[src/rtl/button_request_arbiter_pkg.sv]
// ============================================================================
//  Module   : button_request_arbiter_pkg
//  Brief    : Shared state encodings and default sizing for the pushbutton
//             request arbiter.
//  Revision : 1.0 - initial release
// ============================================================================
`default_nettype none

package button_request_arbiter_pkg;

  // Arbiter controller states; encoding 2'b11 is unused and recovers to IDLE.
  typedef enum logic [1:0] {
    ARB_IDLE   = 2'b00,
    ARB_SELECT = 2'b01,
    ARB_ISSUE  = 2'b10
  } arb_state_t;

  // Default channel count and matching grant-index width.
  localparam int ARB_NUM_REQ_DEFAULT = 4;
  localparam int ARB_IDX_W_DEFAULT   = 2;

endpackage : button_request_arbiter_pkg

`default_nettype wire

[src/rtl/button_request_arbiter_rr_pick.sv]
// ============================================================================
//  Module   : button_request_arbiter_rr_pick
//  Brief    : Combinational winner selection over the pending vector.
//             Default build: round-robin, first set bit at or after rr_ptr,
//             wrapping to the lowest set bit below it.
//             Build macro ARB_FIXED_PRIORITY_EN: lowest-index set bit wins
//             and rr_ptr is ignored.
//  Revision : 1.0 - initial release
// ============================================================================
`default_nettype none

module button_request_arbiter_rr_pick
  import button_request_arbiter_pkg::*;
#(
  parameter int NUM_REQ = ARB_NUM_REQ_DEFAULT,
  parameter int IDX_W   = ARB_IDX_W_DEFAULT
) (
  input  logic [NUM_REQ-1:0] pending,
  input  logic [IDX_W-1:0]   rr_ptr,
  output logic [IDX_W-1:0]   winner,
  output logic               any_pending
);

  assign any_pending = |pending;

`ifdef ARB_FIXED_PRIORITY_EN

  // Pointer is irrelevant for fixed priority; folded into a sink signal.
  logic unused_rr_ptr;
  assign unused_rr_ptr = ^rr_ptr;

  // Lowest-index pending channel wins (descending scan, last hit is lowest).
  always_comb begin
    winner = '0;
    for (int i = NUM_REQ - 1; i >= 0; i--) begin
      if (pending[i]) winner = IDX_W'(i);
    end
  end

`else

  logic [IDX_W-1:0] winner_hi;
  logic [IDX_W-1:0] winner_lo;
  logic             found_hi;

  // Round-robin: lowest set bit at/above the pointer, else wrap to lowest overall.
  always_comb begin
    winner_hi = '0;
    winner_lo = '0;
    found_hi  = 1'b0;
    for (int i = NUM_REQ - 1; i >= 0; i--) begin
      if (pending[i]) winner_lo = IDX_W'(i);
      if (pending[i] && (IDX_W'(i) >= rr_ptr)) begin
        winner_hi = IDX_W'(i);
        found_hi  = 1'b1;
      end
    end
    winner = found_hi ? winner_hi : winner_lo;
  end

`endif

endmodule : button_request_arbiter_rr_pick

`default_nettype wire

[src/rtl/button_request_arbiter.sv]
// ============================================================================
//  Module   : button_request_arbiter
//  Brief    : Latches one-cycle pushbutton pulses as pending requests and
//             issues one grant at a time over a valid/ready handshake.
//             IDLE -> SELECT (register winner, clear its pending bit) ->
//             ISSUE (grant_valid until grant_ready).
//             Build macro ARB_FIXED_PRIORITY_EN selects fixed lowest-index
//             priority and holds rr_ptr at zero; ports and timing unchanged.
//  Revision : 1.0 - initial release
// ============================================================================
`default_nettype none

module button_request_arbiter
  import button_request_arbiter_pkg::*;
#(
  parameter int NUM_REQ = ARB_NUM_REQ_DEFAULT,
  parameter int IDX_W   = ARB_IDX_W_DEFAULT
) (
  input  logic               clock,
  input  logic               reset,
  input  logic [NUM_REQ-1:0] req_pulse,
  input  logic               grant_ready,
  output logic               grant_valid,
  output logic [IDX_W-1:0]   grant_idx,
  output logic [NUM_REQ-1:0] pending,
  output logic               busy,
  output logic               overflow
);

  arb_state_t         state;
  arb_state_t         state_next;
  logic [IDX_W-1:0]   rr_ptr;
  logic [IDX_W-1:0]   rr_ptr_next;
  logic [IDX_W-1:0]   grant_idx_next;
  logic [IDX_W-1:0]   winner;
  logic               any_pending;
  logic [NUM_REQ-1:0] clear_vec;
  logic [NUM_REQ-1:0] pending_next;
  logic               overflow_set;

  button_request_arbiter_rr_pick #(
    .NUM_REQ (NUM_REQ),
    .IDX_W   (IDX_W)
  ) u_rr_pick (
    .pending     (pending),
    .rr_ptr      (rr_ptr),
    .winner      (winner),
    .any_pending (any_pending)
  );

  // Pending update: winner cleared on SELECT->ISSUE, new pulses set (set wins).
  always_comb begin
    clear_vec = '0;
    for (int i = 0; i < NUM_REQ; i++) begin
      clear_vec[i] = (state == ARB_SELECT) && (winner == IDX_W'(i));
    end
    pending_next = (pending & ~clear_vec) | req_pulse;
    overflow_set = |(req_pulse & pending & ~clear_vec);
  end

  // Next-state, pointer advance and Moore outputs.
  always_comb begin
    state_next     = state;
    rr_ptr_next    = rr_ptr;
    grant_idx_next = grant_idx;
    grant_valid    = 1'b0;
    busy           = 1'b1;
    case (state)
      ARB_IDLE: begin
        busy = 1'b0;
        if (any_pending) state_next = ARB_SELECT;
      end
      ARB_SELECT: begin
        grant_idx_next = winner;
        state_next     = ARB_ISSUE;
      end
      ARB_ISSUE: begin
        grant_valid = 1'b1;
        if (grant_ready) begin
`ifdef ARB_FIXED_PRIORITY_EN
          rr_ptr_next = '0;
`else
          rr_ptr_next = (grant_idx == IDX_W'(NUM_REQ - 1)) ? '0 : grant_idx + 1'b1;
`endif
          state_next  = (|pending_next) ? ARB_SELECT : ARB_IDLE;
        end
      end
      default: begin
        state_next = ARB_IDLE;
      end
    endcase
  end

  // State register.
  always_ff @(posedge clock or negedge reset) begin
    if (!reset) state <= ARB_IDLE;
    else        state <= state_next;
  end

  // Datapath registers: pending set, pointer, granted index, sticky overflow.
  always_ff @(posedge clock or negedge reset) begin
    if (!reset) begin
      pending   <= '0;
      rr_ptr    <= '0;
      grant_idx <= '0;
      overflow  <= 1'b0;
    end else begin
      pending   <= pending_next;
      rr_ptr    <= rr_ptr_next;
      grant_idx <= grant_idx_next;
      if (overflow_set) overflow <= 1'b1;
    end
  end

endmodule : button_request_arbiter

`default_nettype wire
[config.mk]
export PLATFORM = sky130hd
export DESIGN_NAME = button_request_arbiter
export DESIGN_NICKNAME = d
export VERILOG_FILES = /design/src/rtl/button_request_arbiter_pkg.sv /design/src/rtl/button_request_arbiter_rr_pick.sv /design/src/rtl/button_request_arbiter.sv
export SDC_FILE = /design/constraint.sdc
export NUM_CORES = 1
export LEC_CHECK = 0
export ABC_CLOCK_PERIOD_IN_PS = 2100
export CAP_MARGIN = 20
export CORE_AREA = 2 2 39 41
export CTS_CLUSTER_SIZE = 16
export DETAILED_ROUTE_END_ITERATION = 10
export DIE_AREA = 0 0 41 43
export PLACE_DENSITY_LB_ADDON = 0.08
export SLEW_MARGIN = 20
export SYNTH_ARGS = -nofsm -noshare
export SYNTH_HDL_FRONTEND = slang
export SYNTH_HIERARCHICAL = 1
export SYNTH_SLANG_ARGS = --single-unit
[constraint.sdc]
create_clock -name clock -period 2.1 [get_ports clock]
set_input_delay 0.315 -clock clock [delete_from_list [all_inputs] [get_ports clock]]
set_output_delay 0.315 -clock clock [all_outputs]
set_load 0.1 [all_outputs]
==> flow_summary.yaml, run 1 <==
outcome:
  status: "complete, no violations"
floorplan:
  die_w_um: 41
  coreArea_um2: 1384
  start_util: 0.4195
  rows: 14
  die_y_um: 43
  io-pin-count: 16
  die_area_um2: 1763
logic_synthesis:
  synth_edf_count: 0
  ys_ff_latch: 11
  synth_cell_types: 26
  async_flop_share: 1.000
  synth_flop_cell: "dfrtp_1"
  avgSynthCellArea_um2: 10.37
  yosysSeqAreaShare: 0.4741
  syn_nets: 64
  yosysWarnings: 6
  netlist_area_um2: 580.6
  netlist_instances: 56
worst_setup_path:
  slowest_stage: "a211oi_2"
  crit_fanout: 7
  critPathBufInv: 0
  start_kind: "register"
  crit_type: "reg2reg"
  crit_chain: "nand2b_1, a21oi_1, a211oi_2, nand4bb_1, a21o_1, o31a_1"
  cp.arrival_ns: 2.12
  crit_family: "compound AO/OA/AOI/OAI gates"
  max_stage_delay_ns: 0.46
  end_kind: "register"
  required_ns: 2.25
routing:
  totalWireLength_mm: 1.312
  met1_length_um: 589
  wl_met2_um: 670
  vias: 500
  routed.top_layer: "met3"
  wl_per_cell_um: 14.42
  postRouteAntennaNets: 0
  via_per_inst: 5.495
  drt-pass1-iter-count: 4
  initialDrtViolationCount: 6
  route.detailed.drc: 0
  wl_met3_um: 52
sta:
  hold_viol: 0
  slew_headroom: 0.6666
  slew_violations: 0
  min_period_ns: 1.965
  timing.final.crit_share: 0.9360
  setup_violations: 0
  clock.fmax_mhz: 508.8
  finClkSkew_ns: 0.001796
  worstMarginPinSlew_ns: 0.4986
  timing.setup.tns_ns: 0
  rsz0062_at_grt: "false"
  hold_ws_ns: 0.3857
cells_and_area:
  mostFrequentLayoutCells: "buf_4 (8), nor2_1 (7), dfrtp_1 (7), nand2b_1 (6), clkdlybuf4s50_1 (6)"
  diodes: 0
  final_common_cell: "buf_4"
  nNetsFinal: 84
  fillers: 123
  drive_gt1_frac: 0.2800
  area_growth_pct: 32.97
clock_tree:
  cts_tree: "built"
  clkSinkCount: 11
  clk_pin_slew_ns: 0.07
  clockRootBuffer: "clkbuf_4"
  htree_levels: 1
  postCtsSetupBuffers: 0
  cts_made_buffers: 3
  clock_latency_ns: 0.26
  ctsResizeCount: 0
  clock_path_buffers: 2
  hold_buffers: 0
global_route:
  overflow: 0
  grt_pass1_vias: 496
  grt_pass1_wl_mm: 2.194
  track_usage: 0.1787
  grt_max_degree: 12
  antenna_found_initial: 0
placement:
  io_buffers: 15
  gp_congestion: 0.7702
  dp_hpwl_mm: 1.001
worst_hold_path:
  hold_class: "in2async"
job:
  maxCapViolCount: 0
-- worst reg2reg max path, delay by kind of cell (launching register included) --
family | cells | cell delay [ns]
AOI/OAI and AO/OA | 4 | 1.07
DFF | 1 | 0.45
and+or+nand+nor | 2 | 0.34
-- stage by stage --
step	utilization	worst slack, ns	area (µm²)	instances
final	0.5579	0.1345	772.0	91
after global routing	0.5579	0.02531	772.0	91
after global placement	0.5389	0.2415	745.7	87
after CTS	0.5579	0.1411	772.0	91
after floorplan	-	0.09856	585.6	56
after detailed placement	0.5389	0.1882	745.7	87
-- worst paths after layout --
path	startpoint	endpoint	slack, ns	cells past startpoint
max in group asynchronous	reset	pending[1]	1.35	1
worst max register to register	rr_ptr[1]	state[0]	0.13	6
worst min-delay path	reset	state[0]	0.39	1
min in group clock	grant_idx[1]	grant_idx[1]	0.52	2
worst max-delay path	rr_ptr[1]	state[0]	0.13	6
worst min register to register	grant_idx[1]	grant_idx[1]	0.52	2
-- per-layer routing --
metal / vias up / global-route usage
met1: 245 / 0.2500
li1: 244 / -
met5: - / 0
met2: 11 / 0.2750
met3: 0 / 0.03665
met4: 0 / 0.04000
-- state kept, by name, summed over array words and instances, names as in the netlist --
name / flops
pending: 4
rr_ptr: 2
overflow: 1
grant_idx: 2
state: 2
-- cell usage after synthesis, drive strengths merged, types with 2 or more instances --
cell type,count,share of area
dfrtp,11,0.47
nand2,5,0.032
nand2b,6,0.065
a211oi,2,0.034
o21ai,2,0.017
a21o,2,0.026
mux2i,2,0.034
mux2,3,0.058
nor2,7,0.045
-- cells by family (layout without fill, tap and decap cells) --
kind of cell             count (synthesis)  count (layout)  share of synthesized area
AND/OR/NAND/NOR                         26              26                     0.2522
AO/OA/AOI/OAI                           12              12                     0.1530
flip-flops                              11              11                     0.4741
multiplexers                             5               5                    0.09267
adder cells (fa/ha/maj)                  1               1                    0.02155
buffers and inverters                    1              20                   0.006459
-- area by class of cell --
cell class	count	area, µm²	area share
clock buffers	4	26.28	0.03404
inverters	1	3.754	0.004862
flip-flops and latches	11	280.3	0.3630
well taps	16	20.02	0.02593
multi-input cells	44	301.5	0.3906
repair buffers	15	140.1	0.1815
Power of run 1 is not shown: default switching activity piles up to over one toggle a cycle in this logic, so the estimate is an artifact.
==> run 2, diff against run 1 <==
SETUP_SLACK_MARGIN = 0.15   (was not set)
==> run 2 against run 1 <==
Against the previous run: die area stayed put; count of clock-buffer cells in the layout stayed put; via count is 2.4% higher; non-clock buffer count stayed put; first-iteration DRC count is 50% lower; wire length is 1.1% higher; fmax is 3.8% higher; register-to-register slack better by 0.07 ns; hold slack better by 0.0083 ns; critical path depth stayed put; clock skew is 0.0010 ns lower; final area is 2.3% higher.
==> flow_summary.yaml, run 2 (same netlist as run 1, synthesis figures left out) <==
outcome:
  status: "complete, no violations"
floorplan:
  die_y_um: 43
  die_w_um: 41
  rows: 14
  die_area_um2: 1763
  coreArea_um2: 1384
  io-pin-count: 16
  start_util: 0.4195
placement:
  io_buffers: 15
  dp_cells: 87
  dp_hpwl_um: 982.9
  gp_congestion: 0.7622
routing:
  vias: 512
  postRouteAntennaNets: 0
  route.detailed.drc: 0
  drt-pass1-iter-count: 4
  initialDrtViolationCount: 3
  wl_per_cell_um: 14.57
  via_per_inst: 5.626
  totalWireLength_mm: 1.326
sta:
  min_period_ns: 1.893
  slew_violations: 0
  rsz0062_at_grt: "false"
  hold_viol: 0
  finClkSkew_ns: 0.0007933
  slew_headroom: 0.6610
  worstMarginPinSlew_ns: 0.5069
  timing.final.crit_share: 0.9014
  timing.setup.tns_ns: 0
  setup_violations: 0
  clock.fmax_mhz: 528.3
cells_and_area:
  final_common_cell: "buf_4"
  mostFrequentLayoutCells: "buf_4 (8), dfrtp_1 (7), nand2b_1 (6), nor2_1 (6), clkdlybuf4s50_1 (6)"
  drive_gt1_frac: 0.3067
  fillers: 132
  nNetsFinal: 84
  largest_reg_flops: 4
  diodes: 0
  top_register: "pending"
  area_growth_pct: 35.99
  final-instance-count-excl-fill: 91
worst_setup_path:
  start_kind: "register"
  end_kind: "register"
  crit_start: "pending[3]"
  crit_fanout: 7
  reg2reg_to: "state[0]"
  required_ns: 2.25
  cp-endpoint: "state[0]"
  cp.arrival_ns: 2.04
  r2r_cells: 6
  timing.rr.start: "pending[3]"
  crit_type: "reg2reg"
  r2r_slack_ns: 0.21
clock_tree:
  clk_pin_slew_ns: 0.07
  cts_made_buffers: 3
  cts_tree: "built"
  clkSinkCount: 11
  htree_levels: 1
  postCtsSetupBuffers: 0
  hold_buffers: 0
  clock_path_buffers: 2
  clock_latency_ns: 0.26
  clockRootBuffer: "clkbuf_4"
job:
  maxCapViolCount: 0
global_route:
  grt_pass1_vias: 475
  grt_pass1_wl_mm: 2.214
  track_usage: 0.1832
  antenna_found_initial: 0
  overflow: 0
  grt_max_degree: 12
worst_hold_path:
  hold_class: "in2async"
## run 2: layer usage
layer,share of wire,GRT usage,wire length (µm)
met5,0,0,0
met4,0.0075,0.06000,10
met3,0.052,0.05236,69
met2,0.47,0.2281,627
met1,0.47,0.2979,618
## run 2: per-stage QoR
step	util	setup slack (ns)	cell area, µm²	hold slack, ns
final	0.5705	0.2071	789.5	0.3941
after global routing	0.5705	0.1312	789.5	0.4257
after CTS	0.5597	0.1608	774.5	0.4093
after detailed placement	0.5407	0.1708	748.2	0.4876
after global placement	0.5407	0.2264	748.2	0.5053
after floorplan	-	0.1564	588.1	0.01941
## run 2: how the worst min path moves through the flow
stage               slack (ns)          from  cells past startpoint           end
finish                    0.39         reset                      1    pending[3]
global placement          0.51  grant_idx[1]                      2  grant_idx[1]
global route              0.43         reset                      1      overflow
CTS                       0.41         reset                      1      overflow
detailed placement        0.49      overflow                      2      overflow
floorplan                 0.02         reset                      0  grant_idx[0]
## run 2: what timing repair did
action | CTS | global route
setup endpoints to repair | 0 | 1
gates resized for setup | 0 | 3
hold endpoints to repair | 0 | 0
## run 2: layout make-up
cell class / count / area, µm² / share of cell area
timing repair buffer: 15 / 140.1 / 0.1775
clock buffer: 4 / 26.28 / 0.03328
sequential: 11 / 282.8 / 0.3582
tap: 16 / 20.02 / 0.02536
multi-input combinational: 44 / 316.6 / 0.4010
inverter: 1 / 3.754 / 0.004754
## run 2: worst max-delay path, cell delays in order (launching register included)
cell       delay, ns
dfrtp_4         0.51
nand2b_1        0.17
a211oi_2        0.28
nor2_2          0.11
nand4bb_1       0.22
a21o_1          0.22
o31a_1          0.28
Power of run 2 is left out for the same reason.
==> run 3, diff against run 2 <==
GPL_ROUTABILITY_DRIVEN = 0   (was not set)
==> results of run 3 <==
Final layout, timing and power as in run 2 (identical DEF).
Power of run 3 is left out for the same reason.
